[src/rtl/mul_div_if.sv]
// mul_div_if: request/response bundle for mul_div_unit.
//   master: requester side (drives flush, in_valid, op, operands, out_ready)
//   slave : unit side      (drives in_ready, out_valid, result)
interface mul_div_if #(
  parameter int WIDTH = 32
);
  logic             flush;
  logic             in_valid;
  logic             in_ready;
  logic [2:0]       op;
  logic [WIDTH-1:0] left_data;
  logic [WIDTH-1:0] right_data;
  logic             out_valid;
  logic             out_ready;
  logic [WIDTH-1:0] result;

  modport master (
    output flush, in_valid, op, left_data, right_data, out_ready,
    input  in_ready, out_valid, result
  );

  modport slave (
    input  flush, in_valid, op, left_data, right_data, out_ready,
    output in_ready, out_valid, result
  );
endinterface

[src/rtl/mul_div_unit.sv]
// mul_div_unit: iterative radix-2 RV-M multiply/divide unit.
//   clk   : rising-edge clock
//   rst_n : asynchronous active-low reset
//   bus   : mul_div_if.slave (flush, in_valid/in_ready + op/operands,
//           out_valid/out_ready + result)
// Optional macro MUL_DIV_FAST_MUL_EN: multiplies use one combinational
// 2*WIDTH multiplier and finish in one cycle; divides stay iterative.
module mul_div_unit #(
  parameter  int WIDTH = 32,
  localparam int CNT_W = $clog2(WIDTH) + 1
) (
  input  logic      clk,
  input  logic      rst_n,
  mul_div_if.slave  bus
);
  typedef enum logic [1:0] {S_IDLE, S_CALC, S_DONE} state_t;

  state_t               r_state;
  logic [2:0]           r_op;
  logic [2*WIDTH-1:0]   r_prod;     // mul: {partial, multiplier}; div: {rem, dividend/quotient}
  logic [WIDTH-1:0]     r_b;        // multiplicand / divisor magnitude
  logic                 r_neg_res;  // product / quotient must be negated
  logic                 r_neg_rem;  // remainder takes the dividend sign
  logic [CNT_W-1:0]     r_cnt;
  logic [WIDTH-1:0]     r_result;
  logic                 r_out_valid;

  // Accept-side decode
  logic             w_l_signed, w_r_signed, w_sa, w_sb;
  logic [WIDTH-1:0] w_mag_a, w_mag_b;
  logic             w_div_zero, w_ovf;
  logic [WIDTH-1:0] w_special;

  assign w_l_signed = (bus.op == 3'b001) || (bus.op == 3'b010) ||
                      (bus.op == 3'b100) || (bus.op == 3'b110);
  assign w_r_signed = (bus.op == 3'b001) || (bus.op == 3'b100) || (bus.op == 3'b110);
  assign w_sa       = w_l_signed & bus.left_data[WIDTH-1];
  assign w_sb       = w_r_signed & bus.right_data[WIDTH-1];
  assign w_mag_a    = w_sa ? -bus.left_data  : bus.left_data;
  assign w_mag_b    = w_sb ? -bus.right_data : bus.right_data;

  assign w_div_zero = bus.op[2] && (bus.right_data == '0);
  assign w_ovf      = bus.op[2] && !bus.op[0] &&
                      (bus.left_data == {1'b1, {(WIDTH-1){1'b0}}}) &&
                      (bus.right_data == '1);
  // op[1] selects remainder for divide ops
  assign w_special  = w_div_zero ? (bus.op[1] ? bus.left_data : '1)
                                 : (bus.op[1] ? '0 : bus.left_data);

  // One iteration step
  logic [WIDTH:0]     w_add, w_shift, w_sub;
  logic [2*WIDTH-1:0] w_mul_nxt, w_div_nxt, w_step;

  assign w_add     = {1'b0, r_prod[2*WIDTH-1:WIDTH]} + {1'b0, r_b};
  assign w_mul_nxt = r_prod[0] ? {w_add, r_prod[WIDTH-1:1]}
                               : {1'b0, r_prod[2*WIDTH-1:1]};
  // Restoring divide: bring down the next dividend bit, trial-subtract.
  // A borrow shows up in bit WIDTH because rem < divisor always holds.
  assign w_shift   = r_prod[2*WIDTH-1:WIDTH-1];
  assign w_sub     = w_shift - {1'b0, r_b};
  assign w_div_nxt = w_sub[WIDTH] ? {w_shift[WIDTH-1:0], r_prod[WIDTH-2:0], 1'b0}
                                  : {w_sub[WIDTH-1:0],   r_prod[WIDTH-2:0], 1'b1};
  assign w_step    = r_op[2] ? w_div_nxt : w_mul_nxt;

`ifdef MUL_DIV_FAST_MUL_EN
  logic [2*WIDTH-1:0] w_fast_prod;
  assign w_fast_prod = {{WIDTH{1'b0}}, w_mag_a} * {{WIDTH{1'b0}}, w_mag_b};
`endif

  // Sign correction and result select, applied once on entry to DONE
  function automatic logic [WIDTH-1:0] f_result(
    input logic [2:0]         op,
    input logic [2*WIDTH-1:0] p,
    input logic               neg_res,
    input logic               neg_rem
  );
    logic [2*WIDTH-1:0] pn;
    logic [WIDTH-1:0]   q, rm, res;
    pn = neg_res ? -p : p;
    q  = neg_res ? -p[WIDTH-1:0] : p[WIDTH-1:0];
    rm = neg_rem ? -p[2*WIDTH-1:WIDTH] : p[2*WIDTH-1:WIDTH];
    case (op)
      3'b000:                 res = p[WIDTH-1:0];   // low half is sign-agnostic
      3'b001, 3'b010, 3'b011: res = pn[2*WIDTH-1:WIDTH];
      3'b100, 3'b101:         res = q;
      default:                res = rm;
    endcase
    return res;
  endfunction

  always_ff @(posedge clk or negedge rst_n) begin
    if (!rst_n) begin
      r_state     <= S_IDLE;
      r_op        <= '0;
      r_prod      <= '0;
      r_b         <= '0;
      r_neg_res   <= 1'b0;
      r_neg_rem   <= 1'b0;
      r_cnt       <= '0;
      r_result    <= '0;
      r_out_valid <= 1'b0;
    end else if (bus.flush) begin
      r_state     <= S_IDLE;
      r_cnt       <= '0;
      r_out_valid <= 1'b0;
    end else begin
      case (r_state)
        S_IDLE: if (bus.in_valid) begin
          r_op      <= bus.op;
          r_prod    <= {{WIDTH{1'b0}}, w_mag_a};
          r_b       <= w_mag_b;
          r_neg_res <= w_sa ^ w_sb;
          r_neg_rem <= w_sa;
          r_cnt     <= '0;
          if (w_div_zero || w_ovf) begin
            r_state     <= S_DONE;
            r_result    <= w_special;
            r_out_valid <= 1'b1;
`ifdef MUL_DIV_FAST_MUL_EN
          end else if (!bus.op[2]) begin
            r_state     <= S_DONE;
            r_result    <= f_result(bus.op, w_fast_prod, w_sa ^ w_sb, w_sa);
            r_out_valid <= 1'b1;
`endif
          end else begin
            r_state <= S_CALC;
          end
        end
        S_CALC: begin
          r_prod <= w_step;
          r_cnt  <= r_cnt + 1'b1;
          if (r_cnt == CNT_W'(WIDTH-1)) begin
            r_state     <= S_DONE;
            r_result    <= f_result(r_op, w_step, r_neg_res, r_neg_rem);
            r_out_valid <= 1'b1;
          end
        end
        S_DONE: if (bus.out_ready) begin
          r_state     <= S_IDLE;
          r_out_valid <= 1'b0;
        end
        default: r_state <= S_IDLE;
      endcase
    end
  end

  assign bus.in_ready  = (r_state == S_IDLE);
  assign bus.out_valid = r_out_valid;
  assign bus.result    = r_result;
endmodule

[src/flat_wrapper.sv]
// flat-port wrapper written by rule: the top's interface ports become plain ports
module mul_div_unit_flat 
#(
  parameter  int WIDTH = 32,
  localparam int CNT_W = $clog2(WIDTH) + 1
)
  (clk, rst_n, bus_flush, bus_in_valid, bus_op, bus_left_data, bus_right_data, bus_out_ready, bus_in_ready, bus_out_valid, bus_result);
  mul_div_if #(.WIDTH(WIDTH)) bus_i ();
  input  logic clk;
  input  logic rst_n;
  input wire logic [$bits(bus_i.flush)-1:0] bus_flush;
  input wire logic [$bits(bus_i.in_valid)-1:0] bus_in_valid;
  input wire logic [$bits(bus_i.op)-1:0] bus_op;
  input wire logic [$bits(bus_i.left_data)-1:0] bus_left_data;
  input wire logic [$bits(bus_i.right_data)-1:0] bus_right_data;
  input wire logic [$bits(bus_i.out_ready)-1:0] bus_out_ready;
  output wire logic [$bits(bus_i.in_ready)-1:0] bus_in_ready;
  output wire logic [$bits(bus_i.out_valid)-1:0] bus_out_valid;
  output wire logic [$bits(bus_i.result)-1:0] bus_result;
  assign bus_i.flush = bus_flush;
  assign bus_i.in_valid = bus_in_valid;
  assign bus_i.op = bus_op;
  assign bus_i.left_data = bus_left_data;
  assign bus_i.right_data = bus_right_data;
  assign bus_i.out_ready = bus_out_ready;
  assign bus_in_ready = bus_i.in_ready;
  assign bus_out_valid = bus_i.out_valid;
  assign bus_result = bus_i.result;
  mul_div_unit #(.WIDTH(WIDTH)) u_core (.clk(clk), .rst_n(rst_n), .bus(bus_i));
endmodule
[config.mk]
export PLATFORM = sky130hd
export DESIGN_NAME = mul_div_unit_flat
export DESIGN_NICKNAME = d
export VERILOG_FILES = /design/src/rtl/mul_div_if.sv /design/src/rtl/mul_div_unit.sv /design/src/flat_wrapper.sv
export SDC_FILE = /design/constraint.sdc
export NUM_CORES = 1
export LEC_CHECK = 0
export ABC_CLOCK_PERIOD_IN_PS = 5350
export CAP_MARGIN = 20
export CORE_MARGIN = 5
export CORE_UTILIZATION = 56
export CTS_BUF_LIST = sky130_fd_sc_hd__clkbuf_16
export CTS_CLUSTER_SIZE = 12
export DETAILED_ROUTE_END_ITERATION = 7
export PLACE_DENSITY = 0.9
export SLEW_MARGIN = 20
export SYNTH_ARGS = -nofsm -noshare
export SYNTH_HDL_FRONTEND = slang
export SYNTH_SLANG_ARGS = --single-unit
[constraint.sdc]
create_clock -name clk -period 5.35 [get_ports clk]
set_clock_uncertainty 0.1 [all_clocks]
set_input_delay 1.3375 -clock clk [delete_from_list [all_inputs] [get_ports clk]]
set_output_delay 1.3375 -clock clk [all_outputs]
set_load 0.02 [all_outputs]
* Word level (Yosys, flattened, before mapping) *
Cells that the tools add are included.

storage, ports and cells
  flip-flop bits (word level) = 142
  output and inout bits = 34
  word-level logic and storage cells = 100
  bits of input ports = 72

operators by class
  eq/ne operators = 21
  mux-type cells = 33
  add/subtract/negate cells = 8
  bitwise operators = 4
  reductions and logical operators = 25

operator list
  kind                                                                    count
  32-bit 2-to-1 mux                                                       10
  64-bit 2-to-1 mux                                                       5
  32-bit negation                                                         4
  64-bit case mux with 2 select lines                                     1
  32-bit case mux with 3 select lines                                     1
  32-bit equality test (second input constant)                            2
  64-bit negation                                                         1
  32-bit case mux with 2 select lines                                     1
  32-bit by 32-bit adder with 33-bit output                               1
  33-bit by 32-bit subtractor with 33-bit output                          1
  32-bit logical NOT                                                      1
  3-bit equality test (second input constant)                             4
  6-bit 2-to-1 mux                                                        2
  6-bit case mux with 2 select lines                                      1
  2-bit 2-to-1 mux                                                        5
  5-bit AND reduction                                                     2
  3-bit by 2-bit equality test with 1-bit output (second input constant)  3
  3-bit AND reduction                                                     3
  6-bit by 1-bit adder with 6-bit output (second input constant)          1
  3-bit by 1-bit equality test with 1-bit output (second input constant)  2
  6-bit by 5-bit equality test with 1-bit output (second input constant)  1
  1-bit logical OR                                                        6
  3-bit by 2-bit != test with 1-bit output (second input constant)        2
  3-bit != test (second input constant)                                   2
  20 further kinds                                                        29

* Logic depth before layout (Yosys ltp) *
  depth in word-level cells = 9
  mapped depth = 25
  depth with buffers taken out = 25

* Worst setup path before layout *
No wires, ideal clock.

  path type = reg-to-reg
  from = register u_core.r_prod[31]
  to = register u_core.r_result[30] (netlist: u_core.bus.result[30])
  arrival = 4.950 ns
  cell stages (with the launch flop) = 25
  slack = 0.147 ns
  period minus slack after synthesis = 5.203 ns
  required time = 5.097 ns
  setup time = 0.153 ns
  path buffers = 0
  path through = dfrtp_1 inv_1 ha_1 inv_1 fa_1 a211oi_2 o211ai_1 a211o_1 nand3_1 nand3_2 nand2_1 nor2_1 a21oi_1 ha_1 or4b_1 inv_1 nand2b_1 or3_1 nor2b_1 and3_1 nand4_1 o21ai_0 xor2_1 a221oi_1 a311oi_1

between the ends
  longest elaborated chain between the ends = 8
  elaborated cells between the ends (all ways) = 13
  classes of those cells = add/sub (4); mux (9)

ends and longest elaborated chain
  what                                            RTL line             text
  start: declaration                              mul_div_unit.sv:20   logic [2*WIDTH-1:0] r_prod;
  start signal: assignment                        mul_div_unit.sv:110  r_prod <= {{WIDTH{1'b0}}, w_mag_a};
  start signal: assignment                        mul_div_unit.sv:130  r_prod <= w_step;
  33-bit by 32-bit subtractor with 33-bit output  mul_div_unit.sv:60   assign w_sub = w_shift - {1'b0, r_b};
  64-bit 2-to-1 mux                               mul_div_unit.sv:61   assign w_div_nxt = w_sub[WIDTH] ? {w_shift[WIDTH-1:0], r_prod[WIDTH-2:0], 1'b0}
  64-bit 2-to-1 mux *                             mul_div_unit.sv:63   assign w_step = r_op[2] ? w_div_nxt : w_mul_nxt;
  64-bit negation (tied with other cells)         mul_div_unit.sv:79   pn = neg_res ? -p : p;
  64-bit 2-to-1 mux (tied with other cells)       mul_div_unit.sv:79
  32-bit case mux with 3 select lines *           mul_div_unit.sv:82   case (op)
  32-bit 2-to-1 mux *                             mul_div_unit.sv:132  if (r_cnt == CNT_W'(WIDTH-1)) begin
  32-bit case mux with 2 select lines *           mul_div_unit.sv:107  case (r_state)
  end signal: assignment                          mul_div_unit.sv:117  r_result <= w_special;
  end signal: assignment                          mul_div_unit.sv:134  r_result <= f_result(r_op, w_step, r_neg_res, r_neg_rem);
  end: declaration                                mul_div_unit.sv:25   logic [WIDTH-1:0] r_result;

Mark *: on every way between the ends. The rest lies on a longest branch, timed or not. The select of a mux whose other input is x is not followed.
A chain may end at the register's enable or synchronous reset.

* Worst setup path in the final report *
  from = register u_core.r_prod[32]
  to = register u_core.r_result[31] (netlist: u_core.bus.result[31])

between the ends
  longest elaborated chain between the ends = 8
  elaborated cells between the ends (all ways) = 14
  classes of those cells = add/sub (5); mux (9)

ends and longest elaborated chain
  what                                                                                                                RTL line
  33-bit by 32-bit subtractor with 33-bit output / 32-bit by 32-bit adder with 33-bit output (equally long branches)  mul_div_unit.sv:60, mul_div_unit.sv:54
  64-bit 2-to-1 mux (on tied branches)                                                                                mul_div_unit.sv:61, mul_div_unit.sv:55
  64-bit 2-to-1 mux *                                                                                                 mul_div_unit.sv:63
  64-bit negation (tied with other cells)                                                                             mul_div_unit.sv:79
  64-bit 2-to-1 mux (tied with other cells)                                                                           mul_div_unit.sv:79
  32-bit case mux with 3 select lines *                                                                               mul_div_unit.sv:82
  32-bit 2-to-1 mux *                                                                                                 mul_div_unit.sv:132
  32-bit case mux with 2 select lines *                                                                               mul_div_unit.sv:107

Marked as above.

==> results.txt <==
STA puts the critical path data required time at 5.55 ns. The mean number of vias per cell was 6.87; the gate count of the mapped netlist was 2129. The checks that failed: DRC.

Kind of capture point of the worst setup path: a flip-flop. No sink is reached through more buffers than the 2 on the longest clock path. The first global-routing pass estimated 92500 µm of wire. By count the netlist is led by sky130_fd_sc_hd__nand2_1 (237), sky130_fd_sc_hd__a21oi_1 (223), sky130_fd_sc_hd__o21ai_0 (210), sky130_fd_sc_hd__nor2_1 (193), sky130_fd_sc_hd__dfrtp_1 (142). For the switching power total, the log shows 4690 µW.

The congestion estimate from routability-driven global placement came to 1.01. Number of enable flip-flop cells after synthesis: 0. The period utilization was 0.995. Traced cell by cell, the critical path runs through ha_1 -> fa_1 -> a21o_1 -> a221o_1 -> a21oi_2 -> o31ai_1 -> xor2_1 -> o21ai_0 -> a31oi_2 -> or3_1 -> or4b_4 -> nor4_2 -> nor4_1 -> a311oi_1 -> o31ai_1.

The tools report the combinational share of power as 0.666. After floorplanning, the core was divided into 61 placement rows. The I/O pin count is 106.

From bottom edge to top edge, the die measures 177 µm. The critical path buffer and inverter count is 0. The post-synthesis async set-or-reset flop share came out at 1.00. After routing, the total negative slack on setup checks comes to 0 ns.

In this design, the stage delay of the slowest critical-path cell is 0.51 ns. Summing all placed instances gives a cell area of 17500 µm². The worst min-delay path class was reg2reg. The run gives 59600 µm as the routed wire length. The run gives 2382 as the net count reported at finish. In this run the cell area of the synthesized design comes to 15700 µm². The tools report the highest clock rate as 188 MHz. The primary flip-flop cell chosen by synthesis mapping is sky130_fd_sc_hd__dfrtp_1. For this design the static power due to leakage is 0.00753 µW.

The CTS clock-pin slew for the worst setup and hold paths works out to 0.08 ns. The clock insertion delay at the later pin of the skew report is 0.45 ns. The total via count in the routed design came out at 18.1k. Once detail routing completed, the nets flagged for antenna violations numbered 0.

The run gives 90 as the number of unique standard cell types used by synthesis. The internal portion of the total power is 4400 µW. The transition at the pin with the smallest max-transition slack is 1.17 ns. For the number of global-route vias before repair, the log shows 17.2k. The number of max-slew violations in the final report was 0. Cell at the root of the clock tree: sky130_fd_sc_hd__clkbuf_16. The tool flagged a number of max-cap violations equal to 0. Yosys printed 0 warnings.

The logs give 0.190 for the share of power burned in registers and 0 for the final count of hold timing violations. The tools report the kind of start point of the critical path as a flip-flop. Entering global routing, the biggest net connects 114 pins.

Counting every net in the synthesized netlist gives 2273. The die outline area is 31500 µm², and the floorplan core area is 27700 µm². The flow ran to the end, but the final reports show violations. The switching power share of the total came out at 0.516. Total number of H-tree levels: 4. The largest individual stage delay along the critical path comes from the cell sky130_fd_sc_hd__or4b_4. Setup repair after global routing could not meet its margin everywhere. Number of storage elements in the synthesis netlist: 142.

The repair_antennas step left the layout with diodes totalling 0. The count of TritonRoute iterations in the first routing pass came out at 8. For the initial antenna violation count, the log shows 1. After detailed routing, the average wire length per cell comes to 22.7 µm. The fraction of final layout cells with drive strength greater than 1 came out at 0.107. The arrival time at the worst endpoint is 5.52 ns. The register area share after synthesis was 0.226.

The layout has 2280 filler cells. For the number of violations reported at the end of detailed-routing iteration 0, the log shows 2849. The kind of cell with the highest combined delay along the critical path is compound AO/OA/AOI/OAI gates.

The run gives 18400 µm² as the summed area of non-filler cells in the final layout. The part of the total power dissipated in the clock network is 0.144, and the total CTS buffers is 17. The type of the worst setup path is reg2reg.

In this run the worst path has a maximum fanout of 10. For the finished layout, the period the worst path requires is 5.33 ns. The worst-case IR drop observed on VDD is 0.285 mV. Summed over all layers, the global routing overflow is 0. Yosys attributes the largest share of cell area to sky130_fd_sc_hd__dfrtp_1 (23%), sky130_fd_sc_hd__a21oi_1 (7.1%), sky130_fd_sc_hd__o21ai_0 (6.7%). The power density over cell area was 495 nW/µm²; the share of the synthesized area in the top cell type was 0.226. For the total track usage, the log shows 0.368. The number of buffer cells added on primary ports is 105, and the number of remaining DRC errors is 19.

Setup violations remaining at the end of the flow were counted as 0. The starting density of the core was 0.567; the average instance area after synthesis was 7.37 µm². The area added between synthesis and finish came out at 17.0%.

The number of sinks on the clock net came out at 142. The biggest area contributor in the post-synthesis netlist is sky130_fd_sc_hd__dfrtp_1. By instance count, the cell type seen most on the critical path is sky130_fd_sc_hd__o31ai_1. Once detailed placement completed, the half-perimeter wirelength came to 43800 µm. The die is 177 µm wide. TritonCTS built the clock tree. The relative slew slack is 0.222. Among all cell types in the netlist, the one instantiated most often is sky130_fd_sc_hd__nand2_1.
-- stage by stage --
step                worst slack, ns  std cells  power [µW]  hold WS (ns)  utilization
floorplan                     0.147       2129        5550         0.364            -
global placement              0.194       2586        7280         0.370        0.633
detailed placement           0.0109       2586        7410         0.379        0.633
CTS                       -0.000602       2618        8740         0.394        0.655
global route                -0.0964       2629        9570         0.423        0.663
finish                       0.0246       2629        9090         0.390        0.663
-- cells by family after synthesis --
kind of cell    after synthesis  share of synthesized area
mux                          54                     0.0359
compound gates              734                      0.292
simple gates                712                      0.215
flops                       142                      0.226
buf+inv                     200                     0.0506
xor+xnor                    189                      0.105
fa+ha+maj                    98                     0.0749
-- layout by cell type (no fill, tap or decap), types with 26 or more instances in the layout --
cell type	Yosys	layout
sky130_fd_sc_hd__nand2_1	237	235
sky130_fd_sc_hd__a21oi_1	223	222
sky130_fd_sc_hd__o21ai_0	210	206
sky130_fd_sc_hd__nor2_1	193	189
sky130_fd_sc_hd__dfrtp_1	142	141
sky130_fd_sc_hd__xnor2_1	110	110
sky130_fd_sc_hd__buf_4	2	109
sky130_fd_sc_hd__clkdlybuf4s50_1	0	104
sky130_fd_sc_hd__xor2_1	79	79
sky130_fd_sc_hd__ha_1	70	68
sky130_fd_sc_hd__inv_1	70	67
sky130_fd_sc_hd__nor3_1	67	63
sky130_fd_sc_hd__nand3_1	42	41
sky130_fd_sc_hd__mux2i_1	36	36
sky130_fd_sc_hd__a31oi_1	30	30
sky130_fd_sc_hd__o31ai_1	31	30
sky130_fd_sc_hd__maj3_1	26	26
sky130_fd_sc_hd__a221oi_1	28	26
-- repair_timing --
item,CTS,global route
pin swaps,0,18
gates resized for setup,0,36
setup endpoints to repair,1,23
hold buffers,0,0
buffers inserted,0,11
-- area by class of cell --
class	count	area, µm²	area share
Tap cell	378	473	0.0258
Sequential cell	142	3560	0.194
Inverter	72	273	0.0149
Clock inverter	15	175	0.00954
Clock buffer	17	425	0.0232
Multi-Input combinational cell	1787	11500	0.627
Timing Repair Buffer	218	1950	0.106
-- registers in the layout, indices dropped and copies added, names as in the netlist --
signal and cells:
u_core.r_b 32, u_core.bus.result 32, u_core.r_neg_rem 1, u_core.r_prod 64, u_core.r_cnt 6, u_core.r_state 2, u_core.r_neg_res 1, u_core.bus.out_valid 1
u_core.r_op 3
-- power groups by stage --
stage / logic [µW] / clock network (µW) / registers, µW
2_1_floorplan: 3910 / 0 / 1640
3_3_place_gp: 5570 / 0 / 1710
3_5_place_dp: 5690 / 0 / 1720
4_1_cts: 5740 / 1300 / 1700
5_1_grt: 6470 / 1360 / 1750
6_report: 6050 / 1310 / 1730
-- path summary, 6_finish.rpt --
check	slack, ns	startpoint	to	cells past startpoint
max	0.02	u_core.r_prod[32]	u_core.bus.result[31]	15
min	0.39	u_core.bus.result[15]	u_core.bus.result[15]	2
max reg2reg	0.02	u_core.r_prod[32]	u_core.bus.result[31]	15
min reg2reg	0.39	u_core.bus.result[15]	u_core.bus.result[15]	2
max in group asynchronous	3.21	rst_n	u_core.r_b[13]	2
min in group asynchronous	0.95	rst_n	u_core.bus.result[25]	1
-- worst register-to-register path: cells and delay by family (launching register included) --
kind                       cells  cell delay [ns]
and+or+nand+nor                4             1.35
DFF                            1             0.49
AOI/OAI and AO/OA              8             2.37
adders and majority gates      2             0.72
xor gates and xnor gates       1             0.15
-- routing by layer --
layer | vias up | share of wire | track usage
li1 | 8007 | - | -
met1 | 8394 | 0.38 | 0.479
met2 | 1326 | 0.44 | 0.568
met3 | 329 | 0.11 | 0.0803
met4 | 2 | 0.068 | 0.202
met5 | - | 0.00015 | 0
(Power assumes the default switching activity.)
